**config.mk**
```make
export PLATFORM = sky130hd
export DESIGN_NAME = state_timer
export DESIGN_NICKNAME = d
export VERILOG_FILES = /design/src/rtl/timer_pkg.sv /design/src/rtl/state_timer_tick_prescaler.sv /design/src/rtl/state_timer.sv
export SDC_FILE = /design/constraint.sdc
export NUM_CORES = 1
export LEC_CHECK = 0
export CAP_MARGIN = 30
export CELL_PAD_IN_SITES_DETAIL_PLACEMENT = 0
export CELL_PAD_IN_SITES_GLOBAL_PLACEMENT = 1
export CORE_UTILIZATION = 42
export CTS_CLUSTER_DIAMETER = 120
export DETAILED_ROUTE_END_ITERATION = 8
export PLACE_DENSITY_LB_ADDON = 0.1
export SYNTH_ARGS = -nofsm -noshare
export SYNTH_HDL_FRONTEND = slang
export SYNTH_SLANG_ARGS = --single-unit
```
**constraint.sdc**
```tcl
create_clock -name clk -period 3.1 [get_ports clk]
set_input_delay 0.465 -clock clk [delete_from_list [all_inputs] [get_ports clk]]
set_output_delay 0.465 -clock clk [all_outputs]
set_load 0.05 [all_outputs]
```
**src/rtl/timer_pkg.sv**
```systemverilog
// Shared timer definitions: default count width, FSM state encoding and the
// threshold that the downstream comparator and traffic-light FSM use.
package timer_pkg;

  localparam int         WIDTH_DEF = 8;
  localparam logic [7:0] THRESH_T0 = 8'hC8;

  typedef enum logic [1:0] {
    TMR_IDLE = 2'd0,
    TMR_RUN  = 2'd1,
    TMR_SAT  = 2'd2
  } tmr_state_t;

  // Comparator view of a timer value: t0 is strictly above the threshold.
  function automatic logic t0_of(input logic [WIDTH_DEF-1:0] v);
    return v > THRESH_T0;
  endfunction

endpackage

```
**src/rtl/state_timer_tick_prescaler.sv**
```systemverilog
// tick_prescaler: divides clk by CLK_DIV. It counts 0..CLK_DIV-1 while en is
// high and raises tc (combinational) during the cycle the counter sits at its
// terminal value, so the owner's registers update on that edge. clr dominates en.
module tick_prescaler #(
  parameter int CLK_DIV = 1000
) (
  input  logic clk,
  input  logic rst,
  input  logic en,
  input  logic clr,
  output logic tc
);

  // One bit minimum so CLK_DIV=1 still elaborates; that counter stays at 0.
  localparam int            PW   = (CLK_DIV > 1) ? $clog2(CLK_DIV) : 1;
  localparam logic [PW-1:0] TERM = PW'(CLK_DIV - 1);

  logic [PW-1:0] cnt_q, cnt_d;

  // Next prescaler value and terminal-count pulse.
  always_comb begin
    cnt_d = cnt_q;
    tc    = 1'b0;
    if (clr) begin
      cnt_d = '0;
    end else if (en) begin
      if (cnt_q == TERM) begin
        cnt_d = '0;
        tc    = 1'b1;
      end else begin
        cnt_d = cnt_q + PW'(1);
      end
    end
  end

  // Prescaler register.
  always_ff @(posedge clk or posedge rst) begin
    if (rst) cnt_q <= '0;
    else     cnt_q <= cnt_d;
  end

endmodule

```
**src/rtl/state_timer.sv**
```systemverilog
// state_timer: prescaled, saturating tick counter feeding the threshold
// comparator. Three states: IDLE (hold), RUN (count), SAT (pinned at all ones).
// All outputs come straight from flops.
// Optional feature macro: TIMER_PRELOAD_EN adds load/load_val to preset the
// count from any state (priority start > load > stop > counting).
module state_timer
  import timer_pkg::*;
#(
  parameter int CLK_DIV = 1000,
  parameter int WIDTH   = WIDTH_DEF
) (
  input  logic             clk,
  input  logic             rst,
  input  logic             start,
  input  logic             stop,
`ifdef TIMER_PRELOAD_EN
  input  logic             load,
  input  logic [WIDTH-1:0] load_val,
`endif
  output logic [WIDTH-1:0] timer_out,
  output logic             tick,
  output logic             busy,
  output logic             sat
);

  localparam logic [WIDTH-1:0] CNT_MAX = '1;
  localparam logic [WIDTH-1:0] CNT_PRE = CNT_MAX - WIDTH'(1);

  tmr_state_t       state_q, state_d;
  logic [WIDTH-1:0] cnt_q, cnt_d;
  logic             tick_q, tick_d;
  logic             busy_q, busy_d;
  logic             sat_q, sat_d;
  logic             pre_en, pre_clr, pre_tc;

  tick_prescaler #(.CLK_DIV(CLK_DIV)) u_pre (
    .clk (clk),
    .rst (rst),
    .en  (pre_en),
    .clr (pre_clr),
    .tc  (pre_tc)
  );

  // Prescaler only advances in RUN, so it is frozen in IDLE and SAT.
  assign pre_en = (state_q == TMR_RUN);

  // Next-state, counter and tick decode. A start/load/stop cycle discards
  // any tick that would otherwise land on the same edge.
  always_comb begin
    state_d = state_q;
    cnt_d   = cnt_q;
    tick_d  = 1'b0;
    pre_clr = 1'b0;
    if (start) begin
      state_d = TMR_RUN;
      cnt_d   = '0;
      pre_clr = 1'b1;
`ifdef TIMER_PRELOAD_EN
    end else if (load) begin
      state_d = (load_val == CNT_MAX) ? TMR_SAT : TMR_RUN;
      cnt_d   = load_val;
      pre_clr = 1'b1;
`endif
    end else begin
      case (state_q)
        TMR_RUN: begin
          if (stop) begin
            state_d = TMR_IDLE;
            pre_clr = 1'b1;
          end else if (pre_tc) begin
            tick_d = 1'b1;
            cnt_d  = cnt_q + WIDTH'(1);
            if (cnt_q == CNT_PRE) state_d = TMR_SAT;
          end
        end
        TMR_SAT:  state_d = TMR_SAT;
        default:  state_d = TMR_IDLE;
      endcase
    end
    busy_d = (state_d == TMR_RUN);
    sat_d  = (state_d == TMR_SAT);
  end

  // State, count and output registers.
  always_ff @(posedge clk or posedge rst) begin
    if (rst) begin
      state_q <= TMR_IDLE;
      cnt_q   <= '0;
      tick_q  <= 1'b0;
      busy_q  <= 1'b0;
      sat_q   <= 1'b0;
    end else begin
      state_q <= state_d;
      cnt_q   <= cnt_d;
      tick_q  <= tick_d;
      busy_q  <= busy_d;
      sat_q   <= sat_d;
    end
  end

  assign timer_out = cnt_q;
  assign tick      = tick_q;
  assign busy      = busy_q;
  assign sat       = sat_q;

endmodule

```
==> impl_results.md <==
- Status: completed
- Largest net degree at the start of global routing: 24
- Max clock buf depth: 2
- Total detailed-routing wirelength: about 2.3 mm
- TritonCTS clock tree: built
- Cell count after synthesis: 121
- Number of gates resized after CTS: 0
- Relative slew slack: between 40% and 50%
- Number of design-rule violations left by the first detailed-router iteration: 12
- Worst vdd ir: 0.000221 V
- Post-Syn Area per Cell: 9.97 sq um
- PwrDens: roughly 350 nW/um^2
- Layout Cell Area excl Fill: 1400 sq um
- Count of placed standard cells in the final layout, fillers left out: 169
- Top-Level Pins: 15
- Library cells used by synthesis: 34
- Cells on worst reg2reg path: 6
- Count of cells along the worst hold path: 2
- Cell type of the slowest stage on the worst timing path: sky130_fd_sc_hd__or4b_4
- Final setup violation count: 0
- Remaining antenna violation count: 0
- Area of the core: 2730 sq um
- Final antenna diode count: 0
- Fraction of power spent switching nets: 24.2%
- Number of buffer and inverter instances along the worst setup path: 1
- Post-route setup TNS: 0 ps
- Overflow left after global routing: 0
- Critical R2R Launch: state_q[1]
- Total CTS buffers: 3
- Max Cap Viol: 0
- Max-slew violation total from the final report: 0
- WS Path Type: flip-flop to flip-flop
- Initial standard-cell utilization of the core: roughly 44%
- Post-DR vias/cell: between 5 and 6
- Final clock skew: between 2 and 2.5 ps
- Count of input and output buffers: 14
- Crit-path max FO: 13
- Part of the cycle the worst path needs: ~76%
- Clk slew on worst S/H paths: 130 ps
- Part of the power in registers: 63.2%
- Signed area change from the synthesized netlist to the final layout: 16.4%
- Leakage power of the design: between 0.5 and 0.6 nW
- Final #Nets: ~150
- Synthesized net count: 130
- Proportion of layout cells with a drive suffix above 1: 10.1%
- Post-detailed-route DRC marker count: 0
- Register-to-register setup slack: 730 ps
- Clock share of power: 28.8%
- Maximum level of the CTS H-tree: 1
- Antenna violations before repair: 0
- Net switching power of the design: around 120 uW
- Top_reg_cell synth: sky130_fd_sc_hd__dfrtp_1
- Type of destination of the critical path: flip-flop
- Slew of the pin with the lowest slew margin: between 800 and 900 ps
- Final critical delay including setup and external delays: 2370 ps
- Number of failing hold endpoints at the final stage: 0
- Worst-skew pair later-pin latency: 300 ps
- Root buffer cell: sky130_fd_sc_hd__clkbuf_4
- Worst hold path type: flip-flop to flip-flop
- Cell area after placement: roughly 1400 sq um
- Type of origin of the critical path: flip-flop
- Combinational share of power: 8.0%
- Worst hold start: u_pre.cnt_q[8]
- Data required time of the critical path: 3310 ps
- Die span in x: 55.6 um
- Vias after detailed routing: 897
- Number of buffers inserted for hold repair after clock tree synthesis: 0
- Netlist Area Pre-Place: 1210 sq um
- Critical path's top delay family: simple AND/OR/NAND/NOR gates
- Post-synthesis register bit count: 23
- Wire length of the first global-routing pass: about 4.0 mm
- Number of search-and-repair iterations in the first detailed-routing pass: 4
- Async set or reset register ratio after synthesis: 100%
- Wire per inst: 13.5 um
- Yosys warning count: 0
- Post-detailed-placement half-perimeter wirelength: 1.64 mm
- # placed instances: 165
- FF-to-FF End: busy
- Die area: approximately 3000 sq um
- Overall track demand over capacity in global routing: 16.5%
- Height of the chip: 55.6 um
- Via count of the first global-routing pass: 939
- Highest cell delay on the worst timing path: 580 ps
- Worst endpoint data arrival time: 2580 ps
- Count of cell instances traversed by the critical path: 6
- Worst-case hold path end point: u_pre.cnt_q[8]
- Number of rows created at floorplan: 19
- Unrepaired setup endpoints after global routing: false
- Critical path cell sequence: inv_1 > ha_1 > nor3b_2 > or4b_4 > or3_1 > a31o_2
- Final estimated routing congestion in global placement: between 0.7 and 0.8
- Number of enable flip-flop cells after synthesis: 0
- Max Clock Freq: 0.423 GHz
- Internal power: 368 uW
- Clock Sinks: 23
- # Post-CTS Setup Buffers: 0
- Post-synthesis sequential area ratio: between 40% and 50%
-- layer usage --
metal  wire (um)  global-route usage [%]  vias to the layer above
met5           0                       0                        -
met4          17                    6.43                        0
met3          40                    2.56                        2
li1            -                       -                      469
met2        1100                    28.2                        6
met1        1130                    21.0                      420
-- cells in the mapped netlist (all sizes together), types with 2 or more instances --
cell     n  area (sq um)
dfrtp   23           576
nor3     3          15.0
or4b     2          23.8
a21oi    7          35.0
nand3    3          15.0
nand4    4          25.0
xor2     3          26.3
or3      2          12.5
xnor2    5          43.8
ha       5          62.6
nand2    5          18.8
o31ai    5          37.5
or2      5          31.3
inv      8          30.0
or4      5          37.5
a211oi   2          15.0
nor2    15          56.3
o21ai    4          20.0
-- worst register-to-register path: stages, from the launching register on --
cell and delay (ps):
sky130_fd_sc_hd__dfrtp_1 400, sky130_fd_sc_hd__inv_1 80, sky130_fd_sc_hd__ha_1 230, sky130_fd_sc_hd__nor3b_2 280, sky130_fd_sc_hd__or4b_4 580, sky130_fd_sc_hd__or3_1 460
sky130_fd_sc_hd__a31o_2 250
-- sequential cells by signal, indices dropped and copies added, names as in the netlist --
name / count
sat: 1
state_q: 2
busy: 1
u_pre.cnt_q: 10
tick: 1
timer_out: 8
-- power by group through the flow --
stage | logic, mW | registers [mW] | clock network, mW
final | 0.0387 | 0.307 | 0.140
after detailed placement | 0.0393 | 0.313 | 0
after CTS | 0.0395 | 0.307 | 0.147
after global placement | 0.0393 | 0.313 | 0
after global routing | 0.0437 | 0.308 | 0.152
after floorplan | 0.0220 | 0.315 | 0
-- logic make-up (layout without fill, tap and decap cells) --
kind of cell	Yosys count	after routing	share of synthesized area, %
muxes	1	1	0.830
AOI/OAI and AO/OA	24	24	13.1
DFF	23	23	47.7
xor gates and xnor gates	8	8	5.81
buffers and inverters	10	27	3.73
adders and majority gates	5	5	5.19
and+or+nand+nor	50	50	23.7
-- per-stage QoR --
stage	util (%)	total power [mW]	setup WS, ps	hold WS, ps
after floorplan	-	0.337	960	467
after global placement	50.4	0.352	536	540
after detailed placement	50.4	0.352	536	537
after CTS	51.4	0.493	742	562
after global routing	51.4	0.503	619	587
final	51.4	0.485	735	557
-- cell type report --
type | count | area [sq um]
well taps | 31 | 38.8
flip-flops and latches | 23 | 576
repair buffers | 15 | 148
clock buffers | 4 | 26.3
inverters | 8 | 30.0
multi-input cells | 88 | 586
fillers | 254 | 1330
-- placed cells by master, fill, tap and decap left out, types with 2 or more instances in the layout --
master                            Yosys  layout
sky130_fd_sc_hd__or3_1                2       2
sky130_fd_sc_hd__nand4_1              4       4
sky130_fd_sc_hd__clkbuf_4             0       3
sky130_fd_sc_hd__nand3_1              3       3
sky130_fd_sc_hd__a21oi_1              7       7
sky130_fd_sc_hd__dfrtp_1             23      23
sky130_fd_sc_hd__nor3_1               3       3
sky130_fd_sc_hd__xor2_1               3       3
sky130_fd_sc_hd__ha_1                 5       5
sky130_fd_sc_hd__or2_2                5       5
sky130_fd_sc_hd__o21ai_0              4       4
sky130_fd_sc_hd__xnor2_1              5       5
sky130_fd_sc_hd__or4_1                5       5
sky130_fd_sc_hd__nor2_1              15      15
sky130_fd_sc_hd__clkdlybuf4s50_1      0      14
sky130_fd_sc_hd__o31ai_1              5       5
sky130_fd_sc_hd__nand2_1              5       5
sky130_fd_sc_hd__inv_1                8       8
sky130_fd_sc_hd__a211oi_1             2       2
-- worst max path at each step --
| stage | startpoint | slack (ps) | to |
|---|---|---|---|
| 3_5_place_dp | start | 540 | busy |
| 2_1_floorplan | state_q[1] | 960 | timer_out[3] |
| 3_3_place_gp | start | 540 | busy |
| 6_report | state_q[1] | 730 | busy |
| 4_1_cts | state_q[1] | 740 | busy |
| 5_1_grt | state_q[1] | 620 | busy |
Note: power is estimated with default switching activity, not from simulation.
